### src/rtl/set_assoc_cache.sv
// N-way set-associative write-through cache with true-LRU replacement.
// Blocking line refill one word per memory handshake; no write-allocate.
module set_assoc_cache #(
  parameter int DATA_WIDTH     = 32,
  parameter int SETS           = 4,
  parameter int WAYS           = 2,
  parameter int WORDS_PER_LINE = 4
) (
  input  logic                  clk,
  input  logic                  reset,
  input  logic                  cpu_req,
  input  logic                  cpu_we,
  input  logic [DATA_WIDTH-1:0] cpu_addr,
  input  logic [DATA_WIDTH-1:0] cpu_wdata,
  output logic                  cpu_ready,
  output logic [DATA_WIDTH-1:0] cpu_rdata,
  output logic                  mem_req,
  output logic                  mem_we,
  output logic [DATA_WIDTH-1:0] mem_addr,
  output logic [DATA_WIDTH-1:0] mem_wdata,
  input  logic [DATA_WIDTH-1:0] mem_rdata,
  input  logic                  mem_ack
);

  localparam int OFF_W  = $clog2(WORDS_PER_LINE);
  localparam int SET_W  = $clog2(SETS);
  localparam int WAY_W  = $clog2(WAYS);
  localparam int TAG_W  = DATA_WIDTH - 2 - OFF_W - SET_W;
  localparam int LINE_W = DATA_WIDTH - 2 - OFF_W;
  localparam int DW     = DATA_WIDTH;

  typedef enum logic [1:0] {
    IDLE,
    REFILL,
    RESP,
    WRITE
  } state_t;

  state_t            state_q, state_d;
  logic [OFF_W-1:0]  beat_q, beat_d;
  logic [WAY_W-1:0]  victim_q, victim_d;
  logic [LINE_W-1:0] line_q, line_d;

  logic [WAYS-1:0]  valid_q [SETS];
  logic [WAYS-1:0]  valid_d [SETS];
  logic [TAG_W-1:0] tag_q   [SETS][WAYS];
  logic [TAG_W-1:0] tag_d   [SETS][WAYS];
  logic [WAY_W-1:0] age_q   [SETS][WAYS];
  logic [WAY_W-1:0] age_d   [SETS][WAYS];
  logic [DW-1:0]    data_q  [SETS][WAYS][WORDS_PER_LINE];
  logic [DW-1:0]    data_d  [SETS][WAYS][WORDS_PER_LINE];

  logic [OFF_W-1:0] off;
  logic [SET_W-1:0] set_idx;
  logic [TAG_W-1:0] tag;
  logic [SET_W-1:0] fill_set;
  logic [TAG_W-1:0] fill_tag;

  assign off      = cpu_addr[OFF_W+1:2];
  assign set_idx  = cpu_addr[SET_W+OFF_W+1:OFF_W+2];
  assign tag      = cpu_addr[DW-1:SET_W+OFF_W+2];
  assign fill_set = line_q[SET_W-1:0];
  assign fill_tag = line_q[LINE_W-1:SET_W];

  logic             hit;
  logic [WAY_W-1:0] hit_way;
  logic [WAY_W-1:0] vict;

  always_comb begin
    hit     = 1'b0;
    hit_way = '0;
    for (int w = 0; w < WAYS; w++) begin
      if (valid_q[set_idx][w] &&
          tag_q[set_idx][w] == tag) begin
        hit     = 1'b1;
        hit_way = WAY_W'(w);
      end
    end
  end

  // Oldest way by default; an invalid way (lowest index) overrides it.
  always_comb begin
    vict = '0;
    for (int w = 0; w < WAYS; w++) begin
      if (age_q[set_idx][w] == WAY_W'(WAYS - 1))
        vict = WAY_W'(w);
    end
    for (int w = WAYS - 1; w >= 0; w--) begin
      if (!valid_q[set_idx][w])
        vict = WAY_W'(w);
    end
  end

  logic             touch_en;
  logic [SET_W-1:0] touch_set;
  logic [WAY_W-1:0] touch_way;

  always_comb begin
    state_d   = state_q;
    beat_d    = beat_q;
    victim_d  = victim_q;
    line_d    = line_q;
    valid_d   = valid_q;
    tag_d     = tag_q;
    age_d     = age_q;
    data_d    = data_q;
    cpu_ready = 1'b0;
    cpu_rdata = '0;
    mem_req   = 1'b0;
    mem_we    = 1'b0;
    mem_addr  = '0;
    mem_wdata = '0;
    touch_en  = 1'b0;
    touch_set = set_idx;
    touch_way = hit_way;

    unique case (state_q)
      IDLE: begin
        if (cpu_req) begin
          if (cpu_we) begin
            if (hit) begin
              data_d[set_idx][hit_way][off] = cpu_wdata;
              touch_en = 1'b1;
            end
            state_d = WRITE;
          end else if (hit) begin
            cpu_ready = 1'b1;
            cpu_rdata = data_q[set_idx][hit_way][off];
            touch_en  = 1'b1;
          end else begin
            victim_d = vict;
            line_d   = cpu_addr[DW-1:OFF_W+2];
            beat_d   = '0;
            state_d  = REFILL;
          end
        end
      end
      REFILL: begin
        mem_req  = 1'b1;
        mem_addr = {line_q, beat_q, 2'b00};
        if (mem_ack) begin
          data_d[fill_set][victim_q][beat_q] = mem_rdata;
          beat_d = beat_q + 1'b1;
          if (beat_q == OFF_W'(WORDS_PER_LINE - 1)) begin
            valid_d[fill_set][victim_q] = 1'b1;
            tag_d[fill_set][victim_q]   = fill_tag;
            touch_en  = 1'b1;
            touch_set = fill_set;
            touch_way = victim_q;
            state_d   = RESP;
          end
        end
      end
      RESP: begin
        cpu_ready = 1'b1;
        cpu_rdata = data_q[fill_set][victim_q][off];
        state_d   = IDLE;
      end
      WRITE: begin
        mem_req   = 1'b1;
        mem_we    = 1'b1;
        mem_addr  = cpu_addr & ~DW'(3);
        mem_wdata = cpu_wdata;
        if (mem_ack) begin
          cpu_ready = 1'b1;
          state_d   = IDLE;
        end
      end
      default: state_d = IDLE;
    endcase

    if (touch_en) begin
      for (int w = 0; w < WAYS; w++) begin
        if (WAY_W'(w) == touch_way)
          age_d[touch_set][w] = '0;
        else if (age_q[touch_set][w] <
                 age_q[touch_set][touch_way])
          age_d[touch_set][w] =
            age_q[touch_set][w] + 1'b1;
      end
    end
  end

  always_ff @(posedge clk) begin
    if (reset) begin
      state_q  <= IDLE;
      beat_q   <= '0;
      victim_q <= '0;
      line_q   <= '0;
      for (int s = 0; s < SETS; s++) begin
        valid_q[s] <= '0;
        for (int w = 0; w < WAYS; w++)
          age_q[s][w] <= WAY_W'(w);
      end
    end else begin
      state_q  <= state_d;
      beat_q   <= beat_d;
      victim_q <= victim_d;
      line_q   <= line_d;
      valid_q  <= valid_d;
      age_q    <= age_d;
    end
  end

  // Tags and data need no reset; valid bits gate every use.
  always_ff @(posedge clk) begin
    tag_q  <= tag_d;
    data_q <= data_d;
  end

endmodule

### config.mk
export PLATFORM = sky130hd
export DESIGN_NAME = set_assoc_cache
export DESIGN_NICKNAME = d
export VERILOG_FILES = /design/src/rtl/set_assoc_cache.sv
export SDC_FILE = /design/constraint.sdc
export NUM_CORES = 2
export LEC_CHECK = 0
export ABC_CLOCK_PERIOD_IN_PS = 5950
export BUFFER_PORTS_ARGS = -buffer_cell sky130_fd_sc_hd__buf_2
export CELL_PAD_IN_SITES_DETAIL_PLACEMENT = 0
export CELL_PAD_IN_SITES_GLOBAL_PLACEMENT = 2
export CORE_ASPECT_RATIO = 0.6
export CORE_MARGIN = 8
export CORE_UTILIZATION = 48
export CTS_BUF_LIST = sky130_fd_sc_hd__clkbuf_8
export CTS_CLUSTER_DIAMETER = 100
export DETAILED_ROUTE_END_ITERATION = 10
export PLACE_DENSITY_LB_ADDON = 0.1
export SKIP_CTS_REPAIR_TIMING = 1
export SLEW_MARGIN = 40
export SYNTH_ARGS = -nofsm -noshare
export SYNTH_HDL_FRONTEND = slang
export SYNTH_SLANG_ARGS = --single-unit
### constraint.sdc
create_clock -name clk -period 5.95 [get_ports clk]
set_input_delay 0.2975 -clock clk [delete_from_list [all_inputs] [get_ports clk]]
set_output_delay 0.2975 -clock clk [all_outputs]
set_load 0.005 [all_outputs]
---- Word-level counts from Yosys, hierarchy flattened ----
Cells that the tools add are included.
cells by class
  add/subtract/negate cells ............... 3
  magnitude comparators ................... 19
  equal/unequal tests ..................... 15
  muxes and demuxes ....................... 113
  bitwise operators ....................... 15
  reduce and logical (&&, ||, !) cells .... 18
operators with widths
  operator                                  count
  2-to-1 mux 1024 bit                       4
  bitwise mux 1024 bit                      2
  case mux 1024 bit (2 select lines)        1
  2-to-1 mux 256 bit                        6
  binary-select mux 256 bit (select 2 bit)  2
  demux 256 bit (select 2 bit)              2
  2-to-1 mux 128 bit                        8
  2-to-1 mux 32 bit                         10
  demux 128 bit (select 1 bit)              2
  bitwise mux 208 bit                       1
  2-to-1 mux 52 bit                         3
  binary-select mux 32 bit (select 2 bit)   2
  demux 32 bit (select 2 bit)               2
  case mux 32 bit (2 select lines)          2
  binary-select mux 52 bit (select 2 bit)   1
  demux 52 bit (select 2 bit)               1
  equality test 26 bit                      2
  2-to-1 mux 8 bit                          5
  2-to-1 mux 2 bit                          19
  demux 26 bit (select 1 bit)               1
  2-to-1 mux 26 bit                         1
  2-to-1 mux 1 bit                          25
  bitwise AND 8 bit                         2
  bitwise mux 8 bit                         2
  other kinds (32)                          77
word-level totals
  bits in registers ....................... 1281
  input port bits ......................... 101
  output and inout port bits .............. 99
  logic and storage cells ................. 239

---- Depth between registers and ports, before layout ----
  depth in word-level cells ............... 21
  depth in mapped cells ................... 15
  depth with buffers taken out ............ 9

---- Worst setup path before layout ----
Ideal clock, no wire load.
  path kind ............................... input -> register
  start point ............................. input port cpu_addr[4]
  end point ............................... register data_q[576] (netlist name), enable pin
  library setup time ...................... 0.421 ns
  arrival ................................. 3.944 ns
  data required time ...................... 5.529 ns
  path slack .............................. 1.585 ns
  cell stages on the path ................. 13
  path buffers ............................ 5
  path through ............................ buf_6 -> buf_6 -> mux4_2 -> xor2_1 -> nor4_1 -> and4_1 -> buf_4 -> buf_6 -> nand2_1 -> nor2_1 -> buf_2 -> nor2_1 -> nor2_1
between the ends
  word-level cells in the longest chain between the ends .. 10
  elaborated cells on any way between the ends .. 15
  those cells by class .................... eq/ne: 3; mux: 8; bitwise: 1; reduce/logical: 3
RTL lines
  element                                                line    source
  start, declared                                        13      input logic [DATA_WIDTH-1:0] cpu_addr,
  inverter 2 -> 3 bit (implied by the code) *            73, 74
  binary-select mux 52 bit (select 2 bit)                74      tag_q[set_idx][w] == tag) begin
  2-to-1 mux 52 bit (implied by the code) (2 in series)  74
  equality test 26 bit                                   74
  logical AND 1 bit                                      73      if (valid_q[set_idx][w] &&
  2-to-1 mux 1 bit                                       73
  2-to-1 mux 1 bit *                                     73
  != test 2 bit (no line) *                              -
  AND reduction 5 bit (no line) *                        -
  end signal, assigned                                   208     data_q <= data_d;
  end, declared                                          50      logic [DW-1:0] data_q [SETS][WAYS][WORDS_PER_LINE];
Mark *: on every way between the ends. The rest lies on a longest branch, timed or not. The select of a mux whose other input is x is not followed.
A chain may end at the register's enable or synchronous reset.

---- Worst setup path in the final report ----
  start point ............................. register tag_q[18] (netlist name)
  end point ............................... output port cpu_rdata[30]
between the ends
  word-level cells in the longest chain between the ends .. 17
  elaborated cells on any way between the ends .. 18
  those cells by class .................... eq/ne: 1; mux: 15; bitwise: 1; reduce/logical: 1
RTL lines
  element                                                  line  source
  start, declared                                          46    logic [TAG_W-1:0] tag_q [SETS][WAYS];
  start signal, assigned                                   207   tag_q <= tag_d;
  binary-select mux 52 bit (select 2 bit) *                74
  2-to-1 mux 52 bit (implied by the code) * (2 in series)  74
  equality test 26 bit *                                   74
  logical AND 1 bit *                                      73
  2-to-1 mux 1 bit                                         73
  inverter 1 -> 2 bit (implied by the code)                128   cpu_rdata = data_q[set_idx][hit_way][off];
  2-to-1 mux 128 bit (implied by the code) (3 in series)   128
  binary-select mux 32 bit (select 2 bit)                  128
  2-to-1 mux 32 bit (implied by the code) (2 in series)    128
  2-to-1 mux 32 bit *                                      126   end else if (hit) begin
  2-to-1 mux 32 bit *                                      120   if (cpu_we) begin
  2-to-1 mux 32 bit *                                      119   if (cpu_req) begin
  case mux 32 bit (2 select lines) *                       117   unique case (state_q)
  end, declared                                            16    output logic [DATA_WIDTH-1:0] cpu_rdata,
Marks and branches as above.

==> load_flow_metrics.sql <==
INSERT INTO impl_metrics (metric_group, metric, value, unit) VALUES
('timing', 'worst_slew_pin_slew', '1.02', 'ns'),
('cts', 'numCtsBuffers', '195', ''),
('timing', 'hold_slack', '-0.00159', 'ns'),
('route', 'num_vias', '51600', ''),
('grt', 'pin_count_of_the_biggest_net_entering_global_routing', '120', ''),
('power_and_ir_drop', 'design_power_total', '0.0189', 'W'),
('finish', 'fin_area', '76100', 'um^2'),
('timing', 'setup_total_negative_slack', '0', 'ns'),
('worst_setup_path', 'r2r_start', 'tag_q[206]', ''),
('timing', 'total_setup_violations_reported_at_the_end_of_the_flow', '0', ''),
('route', 'detail_route.drc_violations', '0', ''),
('place', 'place.detailed.hpwl', '171000', 'um'),
('worst_setup_path', 'crit_fanout', '67', ''),
('cts', 'cts.clk_slew.worst_paths', '0.07', 'ns'),
('floorplan', 'core_area', '139000', 'um^2'),
('timing', 'final.period_utilization', '0.889', ''),
('finish', 'post_route_cells_drive_above_1_share', '0.322', ''),
('worst_setup_path', 'worst_ep_arrival_time', '4.99', 'ns'),
('timing', 'timing.final.hold_violations', '1', ''),
('synth', 'synth_enable_flop_cells', '1232', ''),
('grt', 'gr-total-overflow', '0', ''),
('synth', 'synth.cell_area', '67300', 'um^2'),
('place', 'dpl_cell_area', '71500', 'um^2'),
('synth', 'yosys_warns', '0', ''),
('synth', 'synth-seq-area-share', '0.564', ''),
('grt', 'antenna_violations_before_repair', '12', ''),
('floorplan', 'dieWidth', '500', 'um'),
('worst_setup_path', 'crit_required', '5.65', 'ns'),
('route', 'route.final.wire_length', '292000', 'um'),
('outcome', 'failed_checks', 'hold timing', ''),
('place', 'placement_stage_worst_setup_slack', '0.843', 'ns'),
('synth', 'synth_seq_cells', '1281', ''),
('cts', 'cts_tree', 'done', ''),
('timing', 'max_clock_freq', '0.189', 'GHz'),
('synth', 'synth_xor_xnor_area_share', '0.00702', ''),
('finish', 'layout_commonest_cell', 'edfxtp_1', ''),
('worst_setup_path', 'critPathLaunch', 'tag_q[18]', ''),
('power_and_ir_drop', 'power_per_cell_area', '248', 'nW/um^2'),
('finish', 'area_delta_synth_final', '13.0', '%'),
('synth', 'combinational_family_with_the_most_area_after_synthesis', 'multiplexers', ''),
('timing', 'max_slew_margin', '0.323', ''),
('power_and_ir_drop', 'total_leakage_power', '22.8', 'nW'),
('grt', 'first_global_vias', '48200', ''),
('finish', 'nets', '4759', ''),
('synth', 'synthCells', '4531', ''),
('worst_setup_path', 'critPathCaptureType', 'primary output', ''),
('cts', 'clk_latency', '0.94', 'ns'),
('cts', 'cts.sinks', '1281', ''),
('outcome', 'run_status', 'complete, but fails checks', ''),
('floorplan', 'initial_core_util', '0.484', ''),
('timing', 'worst_clock_skew', '0.0539', 'ns'),
('route', 'drtIter0Drc', '8929', ''),
('route', 'detail_route.wl_per_cell', '43.9', 'um'),
('synth', 'ys_async_sr_fraction', '0', ''),
('floorplan', 'die_area', '153000', 'um^2'),
('cts', 'clock-root-buffer', 'clkbuf_8', ''),
('worst_setup_path', 'worstSetupStartpointType', 'flop', ''),
('finish', 'most-common-layout-cells', 'edfxtp_1 (1,232), o22ai_1 (1,006), mux4_2 (647)', ''),
('grt', 'first_pass_grt_wire_length', '395000', 'um'),
('cts', 'htree_num_levels', '4', ''),
('synth', 'synth.mux.area_fraction', '0.239', ''),
('timing', 'grt_setup_unrepaired', 'false', ''),
('synth', 'synth_top_flop_cell', 'edfxtp_1', ''),
('floorplan', 'rows', '106', ''),
('floorplan', 'num_io_pins', '200', ''),
('timing', 'timing.final.crit_period', '5.29', 'ns'),
('run', 'drv_cap', '0', ''),
('hold_path', 'min_from', 'reset', ''),
('route', 'detail-route-antenna-nets', '0', ''),
('timing', 'timing.final.max_slew_violations', '0', ''),
('synth', 'synthAdderAreaFrac', '0.000743', ''),
('route', 'firstDrtPassIters', '8', ''),
('floorplan', 'floorplan.die.height', '306', 'um'),
('place', 'routability_cong', '0.899', ''),
('grt', 'overall_global_routing_resource_usage', '0.369', ''),
('timing', 'setup_ws', '0.662', 'ns'),
('cts', 'cts_buffer_depth', '3', ''),
('synth', 'synth.distinct_cells', '66', ''),
('synth', 'synth_area_per_cell', '14.9', 'um^2'),
('synth', 'synth_area_in_compound_gates', '0.113', ''),
('place', 'buffer_ports.inserted', '195', ''),
('power_and_ir_drop', 'maximum_resistive_drop_on_vdd', '0.190', 'mV'),
('route', 'vias_per_cell', '7.75', ''),
('synth', 'synth_simple_gate_area_frac', '0.0361', ''),
('worst_setup_path', 'timing.setup.critical_path_class', 'reg -> out', ''),
('hold_path', 'timing.hold.worst.class', 'in -> reg', '');
## state kept, by name (all words and copies together) (netlist names)
register and cells:
line_q 28, data_q 1024, valid_q 8, age_q 8, state_q 2, victim_q 1
tag_q 208, beat_q 2
## synthesized netlist by cell type (all sizes together) (32+ instances only)
cell type,number,share of area
a22o,34,0.0044
and3,34,0.0032
buf,174,0.014
clkbuf,463,0.026
dfxtp,49,0.015
edfxtp,1232,0.55
mux2i,129,0.019
mux4,647,0.22
nand2,232,0.013
nor2,197,0.011
o21ai,32,0.0025
o22ai,1006,0.093
xnor2,43,0.0056
## cell families after synthesis
| group | count (synthesis) |
|---|---|
| AOI/OAI and AO/OA | 1191 |
| adders and majority gates | 4 |
| muxes | 794 |
| xor gates and xnor gates | 54 |
| buffers and inverters | 645 |
| other | 1 |
| and+or+nand+nor | 561 |
| DFF | 1281 |
## power breakdown
part           switching [W]  total (W)  leakage, nW  internal [W]
combinational        0.00128    0.00188         9.57      0.000594
clock                0.00374    0.00717         2.04       0.00344
sequential         0.0000449    0.00984         11.2       0.00980
## layer usage
metal / global-route usage / part of all wire / vias up
met5: 0.0122 / 0.00082 / -
met4: 0.137 / 0.042 / 16
met3: 0.174 / 0.18 / 686
met2: 0.483 / 0.39 / 4899
met1: 0.530 / 0.38 / 26700
li1: - / - / 19300
## path summary, 6_finish.rpt
| check | to | slack (ns) | cells after the start |
|---|---|---|---|
| setup / recovery | cpu_rdata[30] | 0.66 | 12 |
| hold reg to reg | valid_q[7] | 0.47 | 1 |
| setup reg to reg | data_q[191] | 1.31 | 11 |
| hold / removal | valid_q[0] | -0.002 | 3 |
## per-stage QoR
step,std cells,utilization
floorplan,4532,-
global placement,6182,0.510
detailed placement,6197,0.513
CTS,6544,0.539
global route,6641,0.546
finish,6654,0.546
## final cells by class
cell class	count	area [um^2]
well taps	1836	2300
fillers	11500	63200
clock inverters	145	803
multi-input cells	2606	27400
flip-flops and latches	1281	38000
inverters	8	35.0
clock buffers	202	2780
repair buffers	562	4770
diodes	14	35.0
## worst max-delay path, stage by stage (launching register included)
cell and delay, ns:
edfxtp_1 0.37, mux4_2 0.48, xnor2_1 0.48, nand4_1 0.14
nor2_1 0.30, and4_4 0.38, buf_12 0.39, buf_4 0.30
mux2i_1 0.25, nand4b_1 0.26, nor3_1 0.23, a211o_1 0.24
buf_2 0.15
No activity file was read; power rests on OpenSTA's default activity.
